## config.mk

```make
export PLATFORM = sky130hd
export DESIGN_NAME = execute_flat
export DESIGN_NICKNAME = d
export VERILOG_FILES = /design/src/rtl/execute_if.sv /design/src/rtl/execute.sv /design/src/flat_wrapper.sv
export SDC_FILE = /design/constraint.sdc
export NUM_CORES = 1
export LEC_CHECK = 0
export CAP_MARGIN = 0
export CORE_UTILIZATION = 30
export DETAILED_ROUTE_END_ITERATION = 6
export PLACE_DENSITY = 0.5
export SETUP_SLACK_MARGIN = 0.15
export SYNTH_ARGS = -nofsm -noshare
export SYNTH_HDL_FRONTEND = slang
export SYNTH_SLANG_ARGS = --single-unit
```

## constraint.sdc

```tcl
create_clock -name clock -period 8.15 [get_ports clock]
set_clock_uncertainty 0.15 [all_clocks]
set_input_delay 2.0375 -clock clock [delete_from_list [all_inputs] [get_ports clock]]
set_output_delay 2.0375 -clock clock [all_outputs]
set_load 0.005 [all_outputs]
```

## src/rtl/execute_if.sv

```systemverilog
// Instruction, result, store and forwarding bundle between read, execute and write.
// The slave modport is the execute side; the master modport is whatever drives it.
interface execute_if #(
    parameter int WIDTH    = 32,
    parameter int REG_BITS = 5
);
    logic                in_valid;
    logic                in_hold;
    logic [WIDTH-1:0]    pc;
    logic [3:0]          operation;
    logic [REG_BITS-1:0] target_register;
    logic [WIDTH-1:0]    left_value;
    logic [WIDTH-1:0]    right_value;
    logic [WIDTH-1:0]    adjustment_value;
    logic                is_writing_memory;
    logic                flush;
    logic                out_valid;
    logic                out_hold;
    logic [WIDTH-1:0]    out_pc;
    logic [WIDTH-1:0]    result;
    logic [REG_BITS-1:0] out_target_register;
    logic                mem_write;
    logic [WIDTH-1:0]    mem_address;
    logic [WIDTH-1:0]    mem_data;
    logic [3:0]          flags;
    logic                fb_valid;
    logic [REG_BITS-1:0] fb_register;
    logic [WIDTH-1:0]    fb_value;

    modport slave (
        input  in_valid, pc, operation, target_register, left_value, right_value,
               adjustment_value, is_writing_memory, flush, out_hold,
        output in_hold, out_valid, out_pc, result, out_target_register, mem_write,
               mem_address, mem_data, flags, fb_valid, fb_register, fb_value
    );

    modport master (
        output in_valid, pc, operation, target_register, left_value, right_value,
               adjustment_value, is_writing_memory, flush, out_hold,
        input  in_hold, out_valid, out_pc, result, out_target_register, mem_write,
               mem_address, mem_data, flags, fb_valid, fb_register, fb_value
    );
endinterface

```

## src/rtl/execute.sv

```systemverilog
// ALU/store stage: 1-cycle ops, WIDTH-iteration shift-add MUL (result at cycle WIDTH+2).
// out_hold freezes all outputs (multiplier keeps iterating); in_hold stalls read while busy or held.
module execute #(
    parameter int WIDTH    = 32,
    parameter int REG_BITS = 5
) (
    input  logic     clock,
    input  logic     reset_n,
    execute_if.slave bus
);
    localparam int SW  = $clog2(WIDTH);
    localparam int MSB = WIDTH - 1;

    typedef enum logic [1:0] {IDLE, LATCH, MUL, DONE} state_t;

    state_t              state, state_nxt;
    logic [SW-1:0]       count;
    logic [WIDTH-1:0]    mcand, mplier, acc;

    logic                out_valid_q, mem_write_q;
    logic [WIDTH-1:0]    out_pc_q, result_q, mem_address_q, mem_data_q;
    logic [REG_BITS-1:0] out_target_q;
    logic [3:0]          flags_q;

    logic                mul_start, busy, complete;
    logic [WIDTH:0]      sum_ext;
    logic [WIDTH-1:0]    diff;
    logic [SW-1:0]       shamt;
    logic [WIDTH-1:0]    alu_res, fin_res;
    logic                alu_c, alu_v, fin_c, fin_v;

    assign mul_start = (state == IDLE) && bus.in_valid && (bus.operation == 4'd8) && !bus.flush;
    assign busy      = (state == LATCH) || (state == MUL) || mul_start;
    assign complete  = !bus.flush && !bus.out_hold &&
                       (((state == IDLE) && bus.in_valid && (bus.operation != 4'd8)) ||
                        (state == DONE));
    assign bus.in_hold = (bus.out_hold || busy) && bus.in_valid && !bus.flush;

    always_ff @(posedge clock or negedge reset_n) begin
        if (!reset_n) state <= IDLE;
        else          state <= state_nxt;
    end

    always_comb begin
        state_nxt = state;
        case (state)
            IDLE:    if (mul_start) state_nxt = LATCH;
            LATCH:   state_nxt = MUL;
            MUL:     if (count == '0) state_nxt = DONE;
            DONE:    if (!bus.out_hold) state_nxt = IDLE;
            default: state_nxt = IDLE;
        endcase
        if (bus.flush) state_nxt = IDLE;
    end

    assign sum_ext = {1'b0, bus.left_value} + {1'b0, bus.right_value};
    assign diff    = bus.left_value - bus.right_value;
    assign shamt   = bus.right_value[SW-1:0];

    always_comb begin
        alu_res = '0;
        alu_c   = 1'b0;
        alu_v   = 1'b0;
        case (bus.operation)
            4'd0: begin
                alu_res = sum_ext[WIDTH-1:0];
                alu_c   = sum_ext[WIDTH];
                alu_v   = (bus.left_value[MSB] == bus.right_value[MSB]) &&
                          (sum_ext[MSB] != bus.left_value[MSB]);
            end
            4'd1: begin
                alu_res = diff;
                alu_c   = bus.left_value < bus.right_value;
                alu_v   = (bus.left_value[MSB] != bus.right_value[MSB]) &&
                          (diff[MSB] != bus.left_value[MSB]);
            end
            4'd2: alu_res = bus.left_value & bus.right_value;
            4'd3: alu_res = bus.left_value | bus.right_value;
            4'd4: alu_res = bus.left_value ^ bus.right_value;
            4'd5: alu_res = bus.left_value << shamt;
            4'd6: alu_res = bus.left_value >> shamt;
            4'd7: alu_res = $unsigned($signed(bus.left_value) >>> shamt);
            4'd9: alu_res = bus.right_value;
            default: alu_res = '0;
        endcase
    end

    // DONE completes the multiply: the product replaces the ALU result, C/V stay clear.
    assign fin_res = (state == DONE) ? acc : alu_res;
    assign fin_c   = (state == DONE) ? 1'b0 : alu_c;
    assign fin_v   = (state == DONE) ? 1'b0 : alu_v;

    always_ff @(posedge clock or negedge reset_n) begin
        if (!reset_n) begin
            count         <= '0;
            mcand         <= '0;
            mplier        <= '0;
            acc           <= '0;
            out_valid_q   <= 1'b0;
            mem_write_q   <= 1'b0;
            out_pc_q      <= '0;
            result_q      <= '0;
            mem_address_q <= '0;
            mem_data_q    <= '0;
            out_target_q  <= '0;
            flags_q       <= 4'b0000;
        end else begin
            if (mul_start) begin
                mcand  <= bus.left_value;
                mplier <= bus.right_value;
                acc    <= '0;
                count  <= SW'(WIDTH - 1);
            end else if ((state == LATCH) || (state == MUL)) begin
                if (mplier[0]) acc <= acc + mcand;
                mcand  <= mcand << 1;
                mplier <= mplier >> 1;
                count  <= count - 1'b1;
            end

            if (bus.flush) begin
                out_valid_q <= 1'b0;
                mem_write_q <= 1'b0;
            end else if (complete) begin
                out_valid_q   <= 1'b1;
                out_pc_q      <= bus.pc;
                out_target_q  <= bus.target_register;
                mem_write_q   <= bus.is_writing_memory;
                mem_address_q <= bus.left_value + bus.adjustment_value;
                mem_data_q    <= bus.right_value;
                if (!bus.is_writing_memory) begin
                    result_q <= fin_res;
                    flags_q  <= {fin_c, fin_res[MSB], fin_v, (fin_res == '0)};
                end
            end else if (!bus.out_hold) begin
                out_valid_q <= 1'b0;
                mem_write_q <= 1'b0;
            end
        end
    end

    assign bus.out_valid           = out_valid_q;
    assign bus.out_pc              = out_pc_q;
    assign bus.result              = result_q;
    assign bus.out_target_register = out_target_q;
    assign bus.mem_write           = mem_write_q;
    assign bus.mem_address         = mem_address_q;
    assign bus.mem_data            = mem_data_q;
    assign bus.flags               = flags_q;
    assign bus.fb_valid            = out_valid_q && !mem_write_q && (out_target_q != '0);
    assign bus.fb_register         = out_target_q;
    assign bus.fb_value            = result_q;
endmodule

```

## src/flat_wrapper.sv

```systemverilog
// flat-port wrapper written by rule: the top's interface ports become plain ports
module execute_flat 
#(
    parameter int WIDTH    = 32,
    parameter int REG_BITS = 5
)
  (clock, reset_n, bus_in_valid, bus_pc, bus_operation, bus_target_register, bus_left_value, bus_right_value, bus_adjustment_value, bus_is_writing_memory, bus_flush, bus_out_hold, bus_in_hold, bus_out_valid, bus_out_pc, bus_result, bus_out_target_register, bus_mem_write, bus_mem_address, bus_mem_data, bus_flags, bus_fb_valid, bus_fb_register, bus_fb_value);
  execute_if #(.WIDTH(WIDTH), .REG_BITS(REG_BITS)) bus_i ();
  input  logic clock;
  input  logic reset_n;
  input wire logic [$bits(bus_i.in_valid)-1:0] bus_in_valid;
  input wire logic [$bits(bus_i.pc)-1:0] bus_pc;
  input wire logic [$bits(bus_i.operation)-1:0] bus_operation;
  input wire logic [$bits(bus_i.target_register)-1:0] bus_target_register;
  input wire logic [$bits(bus_i.left_value)-1:0] bus_left_value;
  input wire logic [$bits(bus_i.right_value)-1:0] bus_right_value;
  input wire logic [$bits(bus_i.adjustment_value)-1:0] bus_adjustment_value;
  input wire logic [$bits(bus_i.is_writing_memory)-1:0] bus_is_writing_memory;
  input wire logic [$bits(bus_i.flush)-1:0] bus_flush;
  input wire logic [$bits(bus_i.out_hold)-1:0] bus_out_hold;
  output wire logic [$bits(bus_i.in_hold)-1:0] bus_in_hold;
  output wire logic [$bits(bus_i.out_valid)-1:0] bus_out_valid;
  output wire logic [$bits(bus_i.out_pc)-1:0] bus_out_pc;
  output wire logic [$bits(bus_i.result)-1:0] bus_result;
  output wire logic [$bits(bus_i.out_target_register)-1:0] bus_out_target_register;
  output wire logic [$bits(bus_i.mem_write)-1:0] bus_mem_write;
  output wire logic [$bits(bus_i.mem_address)-1:0] bus_mem_address;
  output wire logic [$bits(bus_i.mem_data)-1:0] bus_mem_data;
  output wire logic [$bits(bus_i.flags)-1:0] bus_flags;
  output wire logic [$bits(bus_i.fb_valid)-1:0] bus_fb_valid;
  output wire logic [$bits(bus_i.fb_register)-1:0] bus_fb_register;
  output wire logic [$bits(bus_i.fb_value)-1:0] bus_fb_value;
  assign bus_i.in_valid = bus_in_valid;
  assign bus_i.pc = bus_pc;
  assign bus_i.operation = bus_operation;
  assign bus_i.target_register = bus_target_register;
  assign bus_i.left_value = bus_left_value;
  assign bus_i.right_value = bus_right_value;
  assign bus_i.adjustment_value = bus_adjustment_value;
  assign bus_i.is_writing_memory = bus_is_writing_memory;
  assign bus_i.flush = bus_flush;
  assign bus_i.out_hold = bus_out_hold;
  assign bus_in_hold = bus_i.in_hold;
  assign bus_out_valid = bus_i.out_valid;
  assign bus_out_pc = bus_i.out_pc;
  assign bus_result = bus_i.result;
  assign bus_out_target_register = bus_i.out_target_register;
  assign bus_mem_write = bus_i.mem_write;
  assign bus_mem_address = bus_i.mem_address;
  assign bus_mem_data = bus_i.mem_data;
  assign bus_flags = bus_i.flags;
  assign bus_fb_valid = bus_i.fb_valid;
  assign bus_fb_register = bus_i.fb_register;
  assign bus_fb_value = bus_i.fb_value;
  execute #(.WIDTH(WIDTH), .REG_BITS(REG_BITS)) u_core (.clock(clock), .reset_n(reset_n), .bus(bus_i));
endmodule
```

### Word-level counts from Yosys, hierarchy flattened

Cells that the tools add are included.

| storage, ports and cells | value |
|---|---|
| output and inout bits | 178 |
| logic and storage cells | 103 |
| register bits after elaboration | 242 |
| bits of input ports | 143 |

| operators by class | value |
|---|---|
| magnitude comparators | 1 |
| multiplexer cells | 25 |
| bitwise logic cells | 5 |
| eq/ne operators | 21 |
| add/subtract/negate cells | 5 |
| shifts and indexed selects | 3 |
| reductions and logical operators | 30 |

Operators by type and width:

| cell | count |
|---|---|
| 32-bit case mux with 9 select lines | 1 |
| 32-bit two-way mux | 8 |
| 32-bit adder | 2 |
| 32-bit by 32-bit adder with 33-bit output | 1 |
| 32-bit AND | 1 |
| 32-bit zero test | 1 |
| 32-bit < comparator | 1 |
| 32-bit OR | 1 |
| 32-bit by 5-bit << shifter with 32-bit output | 1 |
| 32-bit by 5-bit >> shifter with 32-bit output | 1 |
| 32-bit by 5-bit >>> shifter with 32-bit output | 1 |
| 32-bit subtractor | 1 |
| 32-bit bitwise XOR | 1 |
| 4-bit by 3-bit equality test with 1-bit output, second input constant | 4 |
| 1-bit logical AND | 12 |
| 5-bit two-way mux | 2 |
| 3-bit by 2-bit inequality test with 1-bit output, second input constant | 3 |
| 4-bit by 2-bit equality test with 1-bit output, second input constant | 2 |
| 4-bit equality test, second input constant | 2 |
| 2-bit two-way mux | 4 |
| 2-bit case mux with 4 select lines | 1 |
| 1-bit two-way mux | 7 |
| 3-bit AND reduction | 2 |
| 5-bit zero test | 1 |
| 17 further kinds | 29 |

### Logic depth before layout (Yosys ltp)

| logic depth | value |
|---|---|
| word-level depth | 8 |
| mapped depth | 19 |
| gate-level depth less buffers | 16 |

### Worst setup path after synthesis

Ideal clock, no wire load.

| path | value |
|---|---|
| path type | input to register |
| start | in bus_right_value[3] |
| end | reg u_core.flags_q[0] (netlist: u_core.bus.flags[0]) |
| data arrival time | 5.843 ns |
| cell stages on the path | 18 |
| path slack | 2.091 ns |
| data required time | 7.934 ns |
| cells stage by stage | buf_2 buf_2 inv_1 buf_2 buf_1 ha_1 inv_1 o311ai_1 a211o_1 a2111oi_4 nor2_1 a221oi_1 o211ai_1 a22o_1 or3_1 nor4_1 nand4b_1 nand2_1 |

| on the way | value |
|---|---|
| word-level cells in the longest chain between the ends | 4 |
| elaborated cells between the ends (all ways) | 11 |
| classes of those cells | add/sub (2); shift (3); mux (2); bitwise (3); reduce/logical (1) |

RTL lines:

| item | line | text |
|---|---|---|
| start: declaration | flat_wrapper.sv:16 | `input wire logic [$bits(bus_i.right_value)-1:0] bus_right_value;` |
| 32-bit subtractor, or another cell as far along | execute.sv:57 | `assign diff = bus.left_value - bus.right_value;` |
| 32-bit case mux with 9 select lines (*) | execute.sv:64 | `case (bus.operation)` |
| 32-bit two-way mux (*) | execute.sv:89 | `assign fin_res = (state == DONE) ? acc : alu_res;` |
| 32-bit zero test (*) | execute.sv:132 | `flags_q <= {fin_c, fin_res[MSB], fin_v, (fin_res == '0)};` |
| end signal: assignment | execute.sv:132 |  |
| end: declaration | execute.sv:23 | `logic [3:0] flags_q;` |

Every way passes the cells marked *; elsewhere a longest branch is shown, timed or not.
A chain may end at the register's enable or synchronous reset.

### Worst setup path after layout

| path | value |
|---|---|
| start | in bus_operation[1] |
| end | out bus_in_hold |

| on the way | value |
|---|---|
| word-level cells in the longest chain between the ends | 7 |

RTL lines:

| item | line | text |
|---|---|---|
| start: declaration | flat_wrapper.sv:13 | `input wire logic [$bits(bus_i.operation)-1:0] bus_operation;` |
| 4-bit equality test | execute.sv:32 | `assign mul_start = (state == IDLE) && bus.in_valid && (bus.operation == 4'd8) && !bus.flush;` |
| 1-bit logical AND (2 in series) | execute.sv:32 |  |
| 1-bit logical OR | execute.sv:33 | `assign busy = (state == LATCH) \|\| (state == MUL) \|\| mul_start;` |
| 1-bit logical OR | execute.sv:37 | `assign bus.in_hold = (bus.out_hold \|\| busy) && bus.in_valid && !bus.flush;` |
| 1-bit logical AND (2 in series) | execute.sv:37 |  |
| end: declaration | flat_wrapper.sv:21 | `output wire logic [$bits(bus_i.in_hold)-1:0] bus_in_hold;` |

No other way between the ends.

==> results.tsv <==
stage	metric	value	unit
timing	final-hold-violation-count	0	
timing	finalSetupTns	0	ns
power_and_ir_drop	power_frac_seq	29.5	%
placement	place.gp.congestion	1.055	
setup_path	crit_type	in -> out	
drt	routed_wl	116300	um
drt	ant_nets	0	
drt	routedWlPerCell	27.43	um
power_and_ir_drop	p_int	0.004186	W
timing	maxSlewHeadroom	21.00	%
logic_synthesis	netlist_instances	2985	
final_layout	fill_cells	8219	
logic_synthesis	dominantRegCellSynth	dfrtp_1	
global_routing	grtUsageTotal	28.24	%
power_and_ir_drop	ir_worst_vdd	0.1899	mV
floorplan	die_area	80540	sq um
clock_tree	cts_hold_buf	0	
timing	finalSetupViolations	0	
power_and_ir_drop	p_per_area	242.3	nW/um^2
floorplan	rows	102	
floorplan	dieHeight	283.8	um
drt	via_count	24655	
power_and_ir_drop	totalPowerFinal	0.007005	W
drt	viasPerCell	5.816	
timing	fmax	144.8	MHz
drt	drcViolationCount	0	
logic_synthesis	synthesis.nets	3297	
global_routing	overflow	0	
logic_synthesis	yosys_register_bits	241	
setup_path	endpoint_kind	primary output	
logic_synthesis	synth-edff-count	0	
final_layout	final_util	37.07	%
global_routing	antenna_found_initial	3	
power_and_ir_drop	switching_power	0.002819	W
status	status	finished clean	
setup_path	cp.required	5.96	ns
final_layout	nNetsFinal	3486	
placement	dp.final_hpwl	91250	um
timing	drv_slew	0	
floorplan	io_pins	321	
global_routing	grt_pass1_vias	23830	
final_layout	fin_cells	4239	
power_and_ir_drop	power.leakage	12.10	nW
timing	tightest_slew	1.174	ns
timing	finalCritPeriodShare	84.71	%
clock_tree	path_clk_slew	0.06	ns
final_layout	seq_area	6031	sq um
placement	io_buffers	320	
clock_tree	cts_buffers	30	
clock_tree	cts_max_level	1	
timing	rsz0062_at_grt	false	
power_and_ir_drop	power_frac_clock	20.2	%
clock_tree	clockBufferDepth	3	
clock_tree	cts_tree	yes	
global_routing	grt_max_degree	164	
placement	detailed_place.area	27870	sq um
final_layout	multi_input_area	16190	sq um
clock_tree	cts_resized	0	
timing	finalCriticalPeriod	6.904	ns
logic_synthesis	synth_top_area_share	25.32	%
floorplan	initial_utilization	30.55	%
logic_synthesis	seq_area_frac_synth	25.32	%
final_layout	syn_to_final_growth	21.36	%
drt	drt_iter0_markers	2788	
logic_synthesis	synthTopCellsByArea	dfrtp_1, ha_1, nand2_1	
clock_tree	clkSinkCount	241	
logic_synthesis	async_flop_share	100.0	%
floorplan	die_w	283.8	um
clock_tree	clk_latency	0.62	ns
logic_synthesis	synth-warning-count	0	
setup_path	cp-start-kind	input pin	
flow_run	cap_viol_max_count	0	
power_and_ir_drop	pwr-share-comb	50.2	%
drt	first_pass_iters	6	
clock_tree	cts_post_setup_buffers_inserted	0	
logic_synthesis	synth_area	23820	sq um
final_layout	drive_gt1_share	8.537	%
logic_synthesis	yosys.cell_types.count	95	
power_and_ir_drop	swShare	40.24	%
floorplan	core_area	77980	sq um
logic_synthesis	syn_area_per_cell	7.980	sq um
hold_path	hold_class	reg -> reg	
setup_path	crit_fanout	14	
logic_synthesis	synth_top_cell_by_area	dfrtp_1	
setup_path	cp.arrival	4.72	ns
clock_tree	cts_root_buf	clkbuf_16	
global_routing	grt_pass1_wl	170800	um
placement	dp.cells	4182	
final_layout	finalInstanceArea	28910	sq um
## Yosys cell counts, types with 9 or more instances
master / n
nand2_1: 442
nor2_1: 243
dfrtp_1: 241
a21oi_1: 225
o21ai_0: 222
ha_1: 165
clkbuf_1: 148
mux2i_1: 127
inv_1: 114
nor3_1: 53
buf_4: 49
mux4_2: 48
nand3_1: 47
a21o_1: 40
buf_2: 39
a211oi_1: 37
nor2b_1: 36
xor2_1: 36
o211ai_1: 34
mux2_2: 33
a31oi_1: 32
nand2b_1: 31
xnor2_1: 30
a22oi_1: 29
and2_1: 24
o21a_1: 24
o31ai_1: 24
a221oi_1: 22
and3_1: 20
o22ai_1: 20
nand4_1: 19
nor4_1: 18
o21ai_1: 18
o21bai_1: 17
a211o_1: 14
or3_1: 14
a22o_1: 13
o2111ai_1: 13
buf_1: 10
nand3b_1: 10
a221o_1: 9
nor3b_1: 9
o221ai_1: 9
## worst max-delay path, cell delays in order
cell and delay (ns):
clkdlybuf4s50_1 0.66, buf_4 0.35, nor2_1 0.59, nand2_1 0.16, nor2_1 0.24, o31a_1 0.16
clkdlybuf4s50_1 0.51
## worst paths after layout
| path | from | to | slack (ns) | cells past startpoint |
|---|---|---|---|---|
| max reg2reg | u_core.state[1]$_DFFE_PN0P_ | u_core.bus.flags[0]$_DFFE_PN0P_ | 3.71 | 13 |
| min in group asynchronous | reset_n | u_core.bus.mem_data[7]$_DFFE_PN0P_ | 1.26 | 1 |
| max in group asynchronous | reset_n | u_core.acc[31]$_DFFE_PN0P_ | 5.28 | 2 |
| min | u_core.bus.out_pc[3]$_DFFE_PN0P_ | u_core.bus.out_pc[3]$_DFFE_PN0P_ | 0.32 | 2 |
| min reg2reg | u_core.bus.out_pc[3]$_DFFE_PN0P_ | u_core.bus.out_pc[3]$_DFFE_PN0P_ | 0.32 | 2 |
| max | bus_operation[1] | bus_in_hold | 1.25 | 7 |
## flip-flops by register name, summed over array words and instances (netlist names)
name,cells
u_core.bus.flags,4
u_core.bus.mem_write,1
u_core.bus.mem_address,32
u_core.mcand,32
u_core.bus.out_pc,32
u_core.acc,32
u_core.mplier,32
u_core.bus.fb_register,5
u_core.count,5
u_core.bus.mem_data,32
u_core.bus.out_valid,1
u_core.state,2
u_core.bus.fb_value,31
## metal layers
layer	GRT usage (%)	share of wire [%]
met3	6.455	8.8
met4	11.55	4.8
met1	38.58	43
met2	42.63	43
met5	0	0.036
## kinds of logic after synthesis
| group | Yosys count | share of synthesized area, % |
|---|---|---|
| simple gates | 1008 | 19.30 |
| compound gates | 919 | 25.27 |
| buf+inv | 370 | 7.028 |
| flops | 241 | 25.32 |
| mux | 212 | 11.66 |
| fa+ha+maj | 169 | 9.003 |
| xor+xnor | 66 | 2.427 |
## cell type report
cell class / instances / area share, %
Inverter: 117 / 1.519
Clock buffer: 48 / 3.211
Timing Repair Buffer: 410 / 13.52
Multi-Input combinational cell: 2374 / 56.01
Sequential cell: 241 / 20.86
Antenna cell: 1 / 0.008656
Clock inverter: 8 / 0.3679
Tap cell: 1040 / 4.501
## power by group through the flow
stage	registers, W	clock network [W]	logic [W]
6_report	0.00207	0.00142	0.00352
5_1_grt	0.00214	0.00151	0.00387
4_1_cts	0.00209	0.00146	0.00351
3_5_place_dp	0.00210	0	0.00349
3_3_place_gp	0.00209	0	0.00350
2_1_floorplan	0.00197	0	0.00213
## cells in the final DEF (no fill, tap or decap), drive strengths merged, types with 10 or more instances in the layout
cell and n:
buf 95, mux4 48, nand3b 10, nand2b 32, mux2i 127, xnor2 30, o211ai 34, nand2 442
o31ai 24, o2111ai 13, a221oi 22, and3 20, nor3 53, xor2 36, inv 116, a22oi 29
mux2 37, dfrtp 241, nor2b 36, o21bai 17, nor2 243, a22o 13, ha 165, a211o 14
nand4 19, clkbuf 48, a211oi 38, a21oi 227, o22ai 20, and2 27, or3 14, a21o 40
clkdlybuf4s50 315, nor4 20, o21a 24, a31oi 32, o21ai 240, a2111oi 12, nand3 47
## metrics by stage
step / hold WS (ns) / setup WS [ns]
final: 0.3224 / 1.246
after global routing: 0.3345 / 1.110
after CTS: 0.3266 / 1.343
after detailed placement: 0.3112 / 1.069
after global placement: 0.3080 / 1.032
after floorplan: 0.3128 / 2.091
No activity file was read; power rests on OpenSTA's default activity.
